==> config.mk <==
export PLATFORM = sky130hd
export DESIGN_NAME = ux607_pwm_ncore_flat
export DESIGN_NICKNAME = d
export VERILOG_FILES = /design/src/rtl/ux607_pwm_ncore_if.sv /design/src/rtl/ux607_pwm_ncore.sv /design/src/flat_wrapper.sv
export SDC_FILE = /design/constraint.sdc
export NUM_CORES = 1
export LEC_CHECK = 0
export CAP_MARGIN = 20
export CORE_UTILIZATION = 50
export CTS_BUF_LIST = sky130_fd_sc_hd__clkbuf_16
export CTS_CLUSTER_SIZE = 40
export DETAILED_ROUTE_END_ITERATION = 10
export GPL_TIMING_DRIVEN = 1
export PLACE_DENSITY_LB_ADDON = 0.3
export SLEW_MARGIN = 40
export SYNTH_ARGS = -nofsm -noshare
export SYNTH_HDL_FRONTEND = slang
export SYNTH_SLANG_ARGS = --single-unit
export TNS_END_PERCENT = 100
==> constraint.sdc <==
create_clock -name clk -period 10.6 [get_ports clk]
set_input_delay 2.12 -clock clk [delete_from_list [all_inputs] [get_ports clk]]
set_output_delay 2.12 -clock clk [all_outputs]
set_load 0.05 [all_outputs]
==> src/rtl/ux607_pwm_ncore_if.sv <==
// ICB slave-port bundle for the PWM peripheral.
//   cmd_valid/cmd_ready  command handshake
//   cmd_addr             byte address (word aligned)
//   cmd_read             1 = read, 0 = write
//   cmd_wdata            write data (full-word writes only)
//   rsp_valid/rsp_ready  response handshake
//   rsp_rdata            read data (0 for writes)
//   rsp_err              unmapped-address error
// master: the bus side issuing commands; slave: the peripheral.
interface ux607_pwm_ncore_if #(
  parameter int unsigned AW = 32
) ();
  logic          cmd_valid;
  logic          cmd_ready;
  logic [AW-1:0] cmd_addr;
  logic          cmd_read;
  logic [31:0]   cmd_wdata;
  logic          rsp_valid;
  logic          rsp_ready;
  logic [31:0]   rsp_rdata;
  logic          rsp_err;

  modport master (
    output cmd_valid, cmd_addr, cmd_read, cmd_wdata, rsp_ready,
    input  cmd_ready, rsp_valid, rsp_rdata, rsp_err
  );

  modport slave (
    input  cmd_valid, cmd_addr, cmd_read, cmd_wdata, rsp_ready,
    output cmd_ready, rsp_valid, rsp_rdata, rsp_err
  );
endinterface

==> src/rtl/ux607_pwm_ncore.sv <==
// Parametrised PWM peripheral on a native ICB slave port.
// One prescaled counter s, NCH compare channels with shadowed compare values,
// per-channel output polarity and W1C interrupt pending bits.
// Ports:
//   clk, rst_n  clock, asynchronous active-low reset
//   i_icb       ICB slave port (one outstanding transaction, registered response)
//   irq[NCH]    ip & ie, to the interrupt controller
//   pwm_o[NCH]  ip ^ inv, to the GPIO IOF mux
// Register map (addr[7:2] decoded): 00 CFG, 04 IP, 08 IE, 0C INV, 10 COUNT, 20+4*i CMPi.
module ux607_pwm_ncore #(
  parameter int unsigned NCH = 4,
  parameter int unsigned CW  = 16,
  parameter int unsigned AW  = 32
) (
  input  logic             clk,
  input  logic             rst_n,
  ux607_pwm_ncore_if.slave i_icb,
  output logic [NCH-1:0]   irq,
  output logic [NCH-1:0]   pwm_o
);
  localparam int unsigned PW = 15;

  logic [AW-1:0] addr;
  logic [31:0]   wdata;
  logic [5:0]    word;
  logic          unused_bits;

  assign addr        = i_icb.cmd_addr;
  assign wdata       = i_icb.cmd_wdata;
  assign word        = addr[7:2];
  assign unused_bits = ^{addr, wdata};

  // Configuration
  logic [3:0] scale_q, scale_d;
  logic       sticky_q, sticky_d;
  logic       zerocmp_q, zerocmp_d;
  logic       enalways_q, enalways_d;
  logic       enoneshot_q, enoneshot_d;
  logic       shadow_en_q, shadow_en_d;

  logic [NCH-1:0] ip_q, ip_d;
  logic [NCH-1:0] ie_q, ie_d;
  logic [NCH-1:0] inv_q, inv_d;

  logic [CW-1:0] s_q, s_d;
  logic [PW-1:0] pre_q, pre_d;
  logic [CW-1:0] cmp_sh_q  [NCH];
  logic [CW-1:0] cmp_sh_d  [NCH];
  logic [CW-1:0] cmp_act_q [NCH];
  logic [CW-1:0] cmp_act_d [NCH];

  logic          rsp_valid_q, rsp_valid_d;
  logic [31:0]   rsp_rdata_q, rsp_rdata_d;
  logic          rsp_err_q, rsp_err_d;

  // Bus handshake
  logic cmd_ready, accept, wr;

  assign cmd_ready = ~rsp_valid_q | i_icb.rsp_ready;
  assign accept    = i_icb.cmd_valid & cmd_ready;
  assign wr        = accept & ~i_icb.cmd_read;

  assign i_icb.cmd_ready = cmd_ready;
  assign i_icb.rsp_valid = rsp_valid_q;
  assign i_icb.rsp_rdata = rsp_rdata_q;
  assign i_icb.rsp_err   = rsp_err_q;

  // Address decode
  logic           sel_cfg, sel_ip, sel_ie, sel_inv, sel_cnt, mapped;
  logic [NCH-1:0] sel_cmp;

  assign sel_cfg = (word == 6'd0);
  assign sel_ip  = (word == 6'd1);
  assign sel_ie  = (word == 6'd2);
  assign sel_inv = (word == 6'd3);
  assign sel_cnt = (word == 6'd4);

  always_comb begin
    sel_cmp = '0;
    for (int unsigned i = 0; i < NCH; i++) begin
      sel_cmp[i] = (word == 6'(8 + i));
    end
  end

  assign mapped = sel_cfg | sel_ip | sel_ie | sel_inv | sel_cnt | (|sel_cmp);

  // Read mux; CMP reads return the shadow (last written) value
  logic [31:0] rd_data;

  always_comb begin
    rd_data = '0;
    if (sel_cfg) begin
      rd_data[3:0] = scale_q;
      rd_data[8]   = sticky_q;
      rd_data[9]   = zerocmp_q;
      rd_data[12]  = enalways_q;
      rd_data[13]  = enoneshot_q;
      rd_data[14]  = shadow_en_q;
    end
    if (sel_ip)  rd_data[NCH-1:0] = ip_q;
    if (sel_ie)  rd_data[NCH-1:0] = ie_q;
    if (sel_inv) rd_data[NCH-1:0] = inv_q;
    if (sel_cnt) rd_data[CW-1:0]  = s_q;
    for (int unsigned i = 0; i < NCH; i++) begin
      if (sel_cmp[i]) rd_data[CW-1:0] = cmp_sh_q[i];
    end
  end

  // Counter control
  logic          en, tick, wrap;
  logic [PW:0]   pre_mask;

  assign en       = enalways_q | enoneshot_q;
  assign pre_mask = (16'd1 << scale_q) - 16'd1;
  assign tick     = en & ({1'b0, pre_q} == pre_mask);
  assign wrap     = tick & ((zerocmp_q & (s_q >= cmp_act_q[0])) | (&s_q));

  always_comb begin
    scale_d     = scale_q;
    sticky_d    = sticky_q;
    zerocmp_d   = zerocmp_q;
    enalways_d  = enalways_q;
    enoneshot_d = enoneshot_q;
    shadow_en_d = shadow_en_q;
    ip_d        = ip_q;
    ie_d        = ie_q;
    inv_d       = inv_q;
    s_d         = s_q;
    pre_d       = pre_q;
    cmp_sh_d    = cmp_sh_q;
    cmp_act_d   = cmp_act_q;
    rsp_valid_d = rsp_valid_q;
    rsp_rdata_d = rsp_rdata_q;
    rsp_err_d   = rsp_err_q;

    // Response: captured at accept, held until rsp_ready
    if (accept) begin
      rsp_valid_d = 1'b1;
      rsp_rdata_d = i_icb.cmd_read ? rd_data : 32'h0;
      rsp_err_d   = ~mapped;
    end else if (i_icb.rsp_ready) begin
      rsp_valid_d = 1'b0;
    end

    if (en) begin
      pre_d = tick ? '0 : pre_q + PW'(1);
      if (tick) s_d = wrap ? '0 : s_q + CW'(1);
    end

    if (wrap) begin
      enoneshot_d = 1'b0;
      // Uses the pre-edge shadow, so a CMP write on the wrap cycle waits a period
      if (shadow_en_q) cmp_act_d = cmp_sh_q;
    end

    // W1C first, then the hardware set so a same-cycle set wins
    if (wr && sel_ip) ip_d = ip_q & ~wdata[NCH-1:0];
    if (en) begin
      for (int unsigned i = 0; i < NCH; i++) begin
        if (s_q >= cmp_act_q[i]) begin
          ip_d[i] = 1'b1;
        end else if (!sticky_q) begin
          ip_d[i] = 1'b0;
        end
      end
    end

    // Register writes override the counter's own updates
    if (wr) begin
      if (sel_cfg) begin
        scale_d     = wdata[3:0];
        sticky_d    = wdata[8];
        zerocmp_d   = wdata[9];
        enalways_d  = wdata[12];
        enoneshot_d = wdata[13];
        shadow_en_d = wdata[14];
      end
      if (sel_ie)  ie_d  = wdata[NCH-1:0];
      if (sel_inv) inv_d = wdata[NCH-1:0];
      if (sel_cnt) begin
        s_d   = wdata[CW-1:0];
        pre_d = '0;
      end
      for (int unsigned i = 0; i < NCH; i++) begin
        if (sel_cmp[i]) begin
          cmp_sh_d[i] = wdata[CW-1:0];
          if (!shadow_en_q) cmp_act_d[i] = wdata[CW-1:0];
        end
      end
    end
  end

  always_ff @(posedge clk or negedge rst_n) begin
    if (!rst_n) begin
      scale_q     <= '0;
      sticky_q    <= 1'b0;
      zerocmp_q   <= 1'b0;
      enalways_q  <= 1'b0;
      enoneshot_q <= 1'b0;
      shadow_en_q <= 1'b0;
      ip_q        <= '0;
      ie_q        <= '0;
      inv_q       <= '0;
      s_q         <= '0;
      pre_q       <= '0;
      for (int unsigned i = 0; i < NCH; i++) begin
        cmp_sh_q[i]  <= '0;
        cmp_act_q[i] <= '0;
      end
      rsp_valid_q <= 1'b0;
      rsp_rdata_q <= '0;
      rsp_err_q   <= 1'b0;
    end else begin
      scale_q     <= scale_d;
      sticky_q    <= sticky_d;
      zerocmp_q   <= zerocmp_d;
      enalways_q  <= enalways_d;
      enoneshot_q <= enoneshot_d;
      shadow_en_q <= shadow_en_d;
      ip_q        <= ip_d;
      ie_q        <= ie_d;
      inv_q       <= inv_d;
      s_q         <= s_d;
      pre_q       <= pre_d;
      cmp_sh_q    <= cmp_sh_d;
      cmp_act_q   <= cmp_act_d;
      rsp_valid_q <= rsp_valid_d;
      rsp_rdata_q <= rsp_rdata_d;
      rsp_err_q   <= rsp_err_d;
    end
  end

  assign irq   = ip_q & ie_q;
  assign pwm_o = ip_q ^ inv_q;

endmodule

==> src/flat_wrapper.sv <==
// flat-port wrapper written by rule: the top's interface ports become plain ports
module ux607_pwm_ncore_flat 
#(
  parameter int unsigned NCH = 4,
  parameter int unsigned CW  = 16,
  parameter int unsigned AW  = 32
)
  (clk, rst_n, irq, pwm_o, i_icb_cmd_valid, i_icb_cmd_addr, i_icb_cmd_read, i_icb_cmd_wdata, i_icb_rsp_ready, i_icb_cmd_ready, i_icb_rsp_valid, i_icb_rsp_rdata, i_icb_rsp_err);
  ux607_pwm_ncore_if #(.AW(AW)) i_icb_i ();
  input  logic clk;
  input  logic rst_n;
  output logic [NCH-1:0] irq;
  output logic [NCH-1:0] pwm_o;
  input wire logic [$bits(i_icb_i.cmd_valid)-1:0] i_icb_cmd_valid;
  input wire logic [$bits(i_icb_i.cmd_addr)-1:0] i_icb_cmd_addr;
  input wire logic [$bits(i_icb_i.cmd_read)-1:0] i_icb_cmd_read;
  input wire logic [$bits(i_icb_i.cmd_wdata)-1:0] i_icb_cmd_wdata;
  input wire logic [$bits(i_icb_i.rsp_ready)-1:0] i_icb_rsp_ready;
  output wire logic [$bits(i_icb_i.cmd_ready)-1:0] i_icb_cmd_ready;
  output wire logic [$bits(i_icb_i.rsp_valid)-1:0] i_icb_rsp_valid;
  output wire logic [$bits(i_icb_i.rsp_rdata)-1:0] i_icb_rsp_rdata;
  output wire logic [$bits(i_icb_i.rsp_err)-1:0] i_icb_rsp_err;
  assign i_icb_i.cmd_valid = i_icb_cmd_valid;
  assign i_icb_i.cmd_addr = i_icb_cmd_addr;
  assign i_icb_i.cmd_read = i_icb_cmd_read;
  assign i_icb_i.cmd_wdata = i_icb_cmd_wdata;
  assign i_icb_i.rsp_ready = i_icb_rsp_ready;
  assign i_icb_cmd_ready = i_icb_i.cmd_ready;
  assign i_icb_rsp_valid = i_icb_i.rsp_valid;
  assign i_icb_rsp_rdata = i_icb_i.rsp_rdata;
  assign i_icb_rsp_err = i_icb_i.rsp_err;
  ux607_pwm_ncore #(.NCH(NCH), .CW(CW), .AW(AW)) u_core (.clk(clk), .rst_n(rst_n), .i_icb(i_icb_i), .irq(irq), .pwm_o(pwm_o));
endmodule
==> qor.yml, run 1 <==
synthAdderAreaFrac: 0.0732
async_reset_ff_frac: 1.00
io_pins: 112
use_met1: 0.387
reg2reg_slack_ns: 5.56
clk_root_buffer_cell: "clkbuf_16"
grt_first_pass_wirelength_mm: 51.8
p_leak_nw: 5.82
synth.avg_cell_area_um2: 9.37
syn_to_final_growth_pct: 11.3
worstReg2RegEnd: "u_core.cmp_act_q[18]"
clk_pin_slew_ns: 0.09
worst_slew_pin_slew_ns: 0.835
ant_nets: 0
drt-initial-drc-count: 962
wl_mm: 32.5
min_path_cells: 2
synth_edf_count: 0
ir_drop_v: 0.000138
required_ns: 8.48
layout-drive-gt1-share: 0.126
dieArea_mm2: 0.0235
synth_flop_cell: "dfrtp_1"
drtPass1Iterations: 6
diodes: 0
yosysWarningCount: 0
hold_path.class: "reg2reg"
report.power.total_mw: 2.34
cp_common_cell: "clkdlybuf4s50_1"
synth_mux_area_frac: 0.0915
worstHoldStart: "u_core.i_icb.rsp_rdata[10]"
cts_tree: "done"
cp_cell_sequence: "clkdlybuf4s50_1, nand2b_1, clkdlybuf4s50_1"
hpwl_mm: 22.1
setup_viol: 0
min_to: "u_core.i_icb.rsp_rdata[10]"
clock_skew_ns: 0.0247
vias: 9600
grt-busiest-layer: "met2"
grt-ovfl-total: 0
setup_ws_ns: 4.92
yosys.area_share.simple: 0.155
dp.cells: 1496
wl_per_cell_um: 21.2
remaining_drc_errors: 0
routed_via_density: 6.28
rr_worst_depth: 13
start_util: 0.507
grtUsageMet2: 0.450
row_count: 55
status: "completed"
synth_compound_area_frac: 0.168
die_x_um: 153
fin_util: 0.565
cts-resized-gates: 0
mappedNetlistArea_mm2: 0.0115
r2r_start: "u_core.scale_q[1]"
maxCapViolCount: 0
path_max_fanout: 5
grt_pass1_vias: 9346
fin_nets: 1366
grt_usage: 0.285
cts.sinks: 198
slowest_delay_ns: 0.83
numPortBuffers: 53
fin_crit_sh: 0.536
die_h_um: 153
critPathLaunchType: "input port"
cts_hold_buf: 0
antenna_found_initial: 0
clk_path_buf_depth: 2
ys_seq_area_frac: 0.433
post_cts_buffers: 0
nFillCells: 1980
insertion_delay_ns: 0.46
yosys.cell_types.count: 63
p_per_area_mw_per_mm2: 184
end_kind: "primary output"
finalSetupTns_ns: 0
finalHoldViolCount: 0
slew_headroom: 0.443
core_area_mm2: 0.0226
crit_type: "in2out"
cp_data_arrival_time_ns: 3.56
syn_inst: 1222
dp_slack_ns: 4.68
htreeDepth: 4
gp_congestion: 0.916
synth_top_family_by_area: "compound AO/OA/AOI/OAI gates"
fmax_mhz: 176
synth-xor-area-share: 0.0161
ys_seq_elements: 198
finalCriticalPeriod_ns: 5.68
slew_viol_final: 0
slowest_stage: "clkdlybuf4s50_1"
final_cells: 1528
grt_max_degree: 77
cts_buffers: 17
gr-usage-met3: 0.0502
grt_setup_unrepaired: "false"
==> layer usage <==
layer,part of all wire,wire [µm],up-vias
met4,0.034,1110,0
met3,0.071,2300,78
li1,-,-,4374
met5,0,0,-
met1,0.43,13900,4726
met2,0.47,15100,422
==> per-stage QoR <==
step / area, µm² / hold WS, ns
6_report: 12700 / 0.493
5_1_grt: 12700 / 0.520
4_1_cts: 12700 / 0.502
3_5_place_dp: 12100 / 0.477
3_3_place_gp: 12100 / 0.468
2_1_floorplan: 11500 / 0.460
==> where the power goes <==
part	internal, mW	total (mW)	switching, mW
Sequential	0.858	1.02	0.158
Combinational	0.274	0.653	0.379
Clock	0.323	0.673	0.350
Total	1.46	2.34	0.886
==> cells by family after synthesis <==
| group | after synthesis |
|---|---|
| compound gates | 305 |
| simple gates | 371 |
| other cells | 1 |
| flops | 198 |
| buf+inv | 169 |
| mux | 90 |
| xor+xnor | 21 |
| fa+ha+maj | 67 |
==> cells in the mapped netlist (6+ instances only) <==
library cell | n | area [µm²]
nor2_1 | 95 | 357
xor2_1 | 15 | 131
buf_4 | 20 | 150
nand2_1 | 110 | 413
dfrtp_1 | 198 | 4950
mux2_2 | 78 | 878
and2_1 | 8 | 50.1
nand4_1 | 19 | 119
a21oi_1 | 76 | 380
buf_2 | 11 | 55.1
a31oi_1 | 35 | 219
buf_1 | 11 | 41.3
o21ai_0 | 52 | 260
mux2i_1 | 8 | 80.1
ha_1 | 67 | 838
nand3_1 | 43 | 215
inv_1 | 72 | 270
nor4_1 | 6 | 37.5
o22ai_1 | 45 | 282
and3_1 | 18 | 113
clkbuf_1 | 55 | 206
o21a_1 | 8 | 60.1
nor2b_1 | 9 | 56.3
nor3_1 | 23 | 115
a21o_1 | 11 | 82.6
o31ai_1 | 8 | 60.1
nand2b_1 | 13 | 81.3
nor3_2 | 6 | 60.1
xnor2_1 | 6 | 52.6
a22oi_1 | 28 | 210
==> registers in the layout (all words and copies together) (netlist names) <==
name / flops
u_core.cmp_sh_q: 64
u_core.enoneshot_q: 1
u_core.shadow_en_q: 1
u_core.ip_q: 4
u_core.sticky_q: 1
u_core.cmp_act_q: 64
u_core.zerocmp_q: 1
u_core.s_q: 16
u_core.ie_q: 4
u_core.enalways_q: 1
u_core.i_icb.rsp_rdata: 16
u_core.scale_q: 4
u_core.pre_q: 15
u_core.i_icb.rsp_err: 1
u_core.inv_q: 4
u_core.i_icb.rsp_valid: 1
==> critical path: cells and delay by family <==
kind,cells,cell delay (ns)
buffers and inverters,2,1.27
AND/OR/NAND/NOR,1,0.17
==> cell usage in the layout, fill, tap and decap left out, drive strengths merged, types with 6 or more instances in the layout <==
master	count
a21o	11
a21oi	76
a22oi	28
a31oi	35
and2	8
and3	18
buf	18
clkbuf	18
clkdlybuf4s50	52
clkinv	10
conb	16
dfrtp	198
ha	67
inv	77
mux2	78
mux2i	8
nand2	110
nand2b	13
nand3	43
nand4	19
nor2	95
nor2b	9
nor3	29
nor4	6
o21a	8
o21ai	52
o22ai	45
o31ai	8
xnor2	6
xor2	15
==> cell type report <==
type / count / area, µm² / share of cell area
Clock inverter: 15 / 198 / 0.0155
Tap cell: 285 / 357 / 0.0280
Multi-Input combinational cell: 870 / 5860 / 0.460
Sequential cell: 198 / 4960 / 0.389
Inverter: 72 / 270 / 0.0212
Clock buffer: 17 / 425 / 0.0334
Timing Repair Buffer: 71 / 677 / 0.0531
==> worst max path at each step <==
stage | depth (start not counted) | start | endpoint | slack, ns
after floorplan | 1 | i_icb_rsp_ready | i_icb_cmd_ready | 5.89
after global placement | 10 | i_icb_cmd_addr[4] | u_core.cmp_act_q[38] | 4.37
after detailed placement | 10 | i_icb_cmd_addr[4] | u_core.cmp_act_q[40] | 4.68
after CTS | 3 | i_icb_rsp_ready | i_icb_cmd_ready | 4.91
after global routing | 3 | i_icb_rsp_ready | i_icb_cmd_ready | 4.87
final | 3 | i_icb_rsp_ready | i_icb_cmd_ready | 4.92
Power figures use the tool's default switching activity.
==> run 2, diff against run 1 <==
clock period = 4.9 ns   (was 10.6 ns; I/O delays follow)
==> run 2 against run 1 <==
Compared with the run above: sequential share of layout area shrank 0.38 points; final cell count rose by 0.98%; count of clock-buffer cells in the layout is the same; clock skew down 0.0089 ns; wire length is 0.33% higher; design area up 0.93%; worst hold slack lost 0.050 ns; flip-flop and latch count is the same; critical endpoint is now u_core.cmp_act_q[52].
==> qor.yml, run 2 (same netlist as run 1, synthesis figures left out) <==
grt_usage: 0.287  # +0.00198
post_cts_buffers: 0  # unchanged
insertion_delay_ns: 0.45  # about the same
worst_slew_pin_slew_ns: 0.897  # +0.0623 ns
layout-drive-gt1-share: 0.134  # +0.00803
clk_path_buf_depth: 2  # unchanged
slew_headroom: 0.396  # -0.0470
cp_data_arrival_time_ns: 4.33  # +0.77 ns
drt-initial-drc-count: 954  # -0.83%
cp_common_cell: "nor2_1"
wl_mm: 32.6  # +0.33%
fin_crit_sh: 0.821
die_x_um: 153  # unchanged
setup_viol: 0  # unchanged
finalCriticalPeriod_ns: 4.02
fmax_mhz: 249
start_util: 0.507  # unchanged
die_h_um: 153  # unchanged
multi_input_area_mm2: 0.00586  # -0.11%
cts.sinks: 198  # unchanged
slowest_delay_ns: 0.57  # -0.26 ns
final_common_cell: "dfrtp_1"
vias: 9638  # +0.40%
htreeDepth: 4  # unchanged
path_max_fanout: 21  # +16
cts_hold_buf: 0  # unchanged
grt_first_pass_wirelength_mm: 51.9  # +0.17%
routed_via_density: 6.25  # -0.58%
cp_cell_sequence: "or2_1, or3_1, ha_1, or3b_2, a21boi_0, nor2_1, o311ai_1, nor4_2, and3_2, buf_4, nor2_1, a21oi_1"
hold_path.class: "in2async"
grt_max_degree: 70  # -9.1%
gp_congestion: 0.929  # +1.5%
cts-resized-gates: 0  # unchanged
remaining_drc_errors: 0  # unchanged
ant_nets: 0  # unchanged
reg_top3: "u_core.cmp_act_q: 64 flops, u_core.cmp_sh_q: 64 flops"
p_leak_nw: 5.91  # +1.5%
drtPass1Iterations: 7  # +1
syn_to_final_growth_pct: 12.3
slew_viol_final: 0  # unchanged
grt_pass1_vias: 9394  # +0.51%
hpwl_mm: 22.7  # +2.8%
critPathLaunchType: "flip-flop"
nFillCells: 1968  # -0.61%
crit_type: "reg2reg"
finalSetupTns_ns: 0  # unchanged
fin_util: 0.570  # +0.00527
slowest_stage: "or3b_2"
ir_drop_v: 0.000228  # +66%
row_count: 55  # unchanged
mostFrequentLayoutCells: "198 x dfrtp_1, 109 x nand2_1, 94 x nor2_1"
wl_per_cell_um: 21.1  # -0.65%
clk_pin_slew_ns: 0.08  # about the same
end_kind: "flip-flop"
cts_tree: "done"
seq_area_mm2: 0.00495  # about the same
grt_setup_unrepaired: "false"
fin_nets: 1381  # +1.1%
grt-ovfl-total: 0  # unchanged
clock_skew_ns: 0.0158  # -0.00888 ns
core_area_mm2: 0.0226  # unchanged
required_ns: 5.21  # -3.27 ns
maxCapViolCount: 0  # unchanged
dieArea_mm2: 0.0235  # unchanged
diodes: 0  # unchanged
cts_buffers: 17  # unchanged
clk_root_buffer_cell: "clkbuf_16"
p_per_area_mw_per_mm2: 396  # +120%
antenna_found_initial: 0  # unchanged
io_pins: 112  # unchanged
finalHoldViolCount: 0  # unchanged
numPortBuffers: 53  # unchanged
status: "completed"
-- run 2: cell types whose count changed in the layout (fill, tap and decap cells not counted), moves of 2 or more --
cell,before,now
dfrtp_1,196,198
clkinv_8,8,5
nor2_2,3,1
buf_6,2,0
inv_6,3,1
dfrtp_2,2,0
buf_4,16,31
inv_8,1,5
nor2_1,92,94
-- run 2: final timing paths --
check / startpoint / cells after the start / end / slack, ns
worst max-delay path: u_core.scale_q[1] / 12 / u_core.cmp_act_q[52] / 0.88
worst min-delay path: rst_n / 1 / u_core.pre_q[12] / 0.44
worst max register to register: u_core.scale_q[1] / 12 / u_core.cmp_act_q[52] / 0.88
worst min register to register: u_core.i_icb.rsp_rdata[2] / 2 / u_core.i_icb.rsp_rdata[2] / 0.49
max in group asynchronous: rst_n / 3 / u_core.cmp_act_q[31] / 3.35
min in group clk: u_core.i_icb.rsp_rdata[2] / 2 / u_core.i_icb.rsp_rdata[2] / 0.49
-- run 2: routing by layer --
| layer | part of all wire | vias up | routed length (µm) | GRT usage |
|---|---|---|---|---|
| met2 | 0.47 | 426 | 15300 | 0.455 |
| met5 | 0 | - | 0 | 0 |
| li1 | - | 4427 | - | - |
| met1 | 0.43 | 4707 | 13900 | 0.386 |
| met4 | 0.033 | 0 | 1080 | 0.121 |
| met3 | 0.069 | 78 | 2230 | 0.0510 |
-- run 2: layout make-up --
class | count | area share
well taps | 285 | 0.0277
clock inverters | 15 | 0.0150
multi-input cells | 870 | 0.455
flip-flops and latches | 198 | 0.385
inverters | 72 | 0.0210
repair buffers | 86 | 0.0629
clock buffers | 17 | 0.0331
-- run 2: report_power, final --
group | internal (mW) | total [mW] | switching (mW)
Sequential | 1.86 | 2.16 | 0.307
Clock | 0.705 | 1.47 | 0.764
Combinational | 0.610 | 1.46 | 0.854
Total | 3.17 | 5.10 | 1.92
-- run 2: critical path: cells and delay by family, from the launching register on --
| kind | cells | cell delay, ns |
|---|---|---|
| AND/OR/NAND/NOR | 7 | 2.13 |
| AO/OA/AOI/OAI | 3 | 0.70 |
| adder cells (fa/ha/maj) | 1 | 0.46 |
| flip-flops | 1 | 0.37 |
| buffers and inverters | 1 | 0.22 |
-- run 2: stage by stage --
stage	hold slack (ns)	instance area (µm²)	total power, mW	instances	worst slack [ns]
detailed placement	0.471	12300	3.62	1511	0.804
finish	0.443	12900	5.10	1543	0.876
CTS	0.444	12900	5.09	1543	0.878
floorplan	0.460	11500	3.11	1237	1.25
global route	0.450	12900	5.39	1543	0.684
global placement	0.468	12200	3.56	1510	0.783
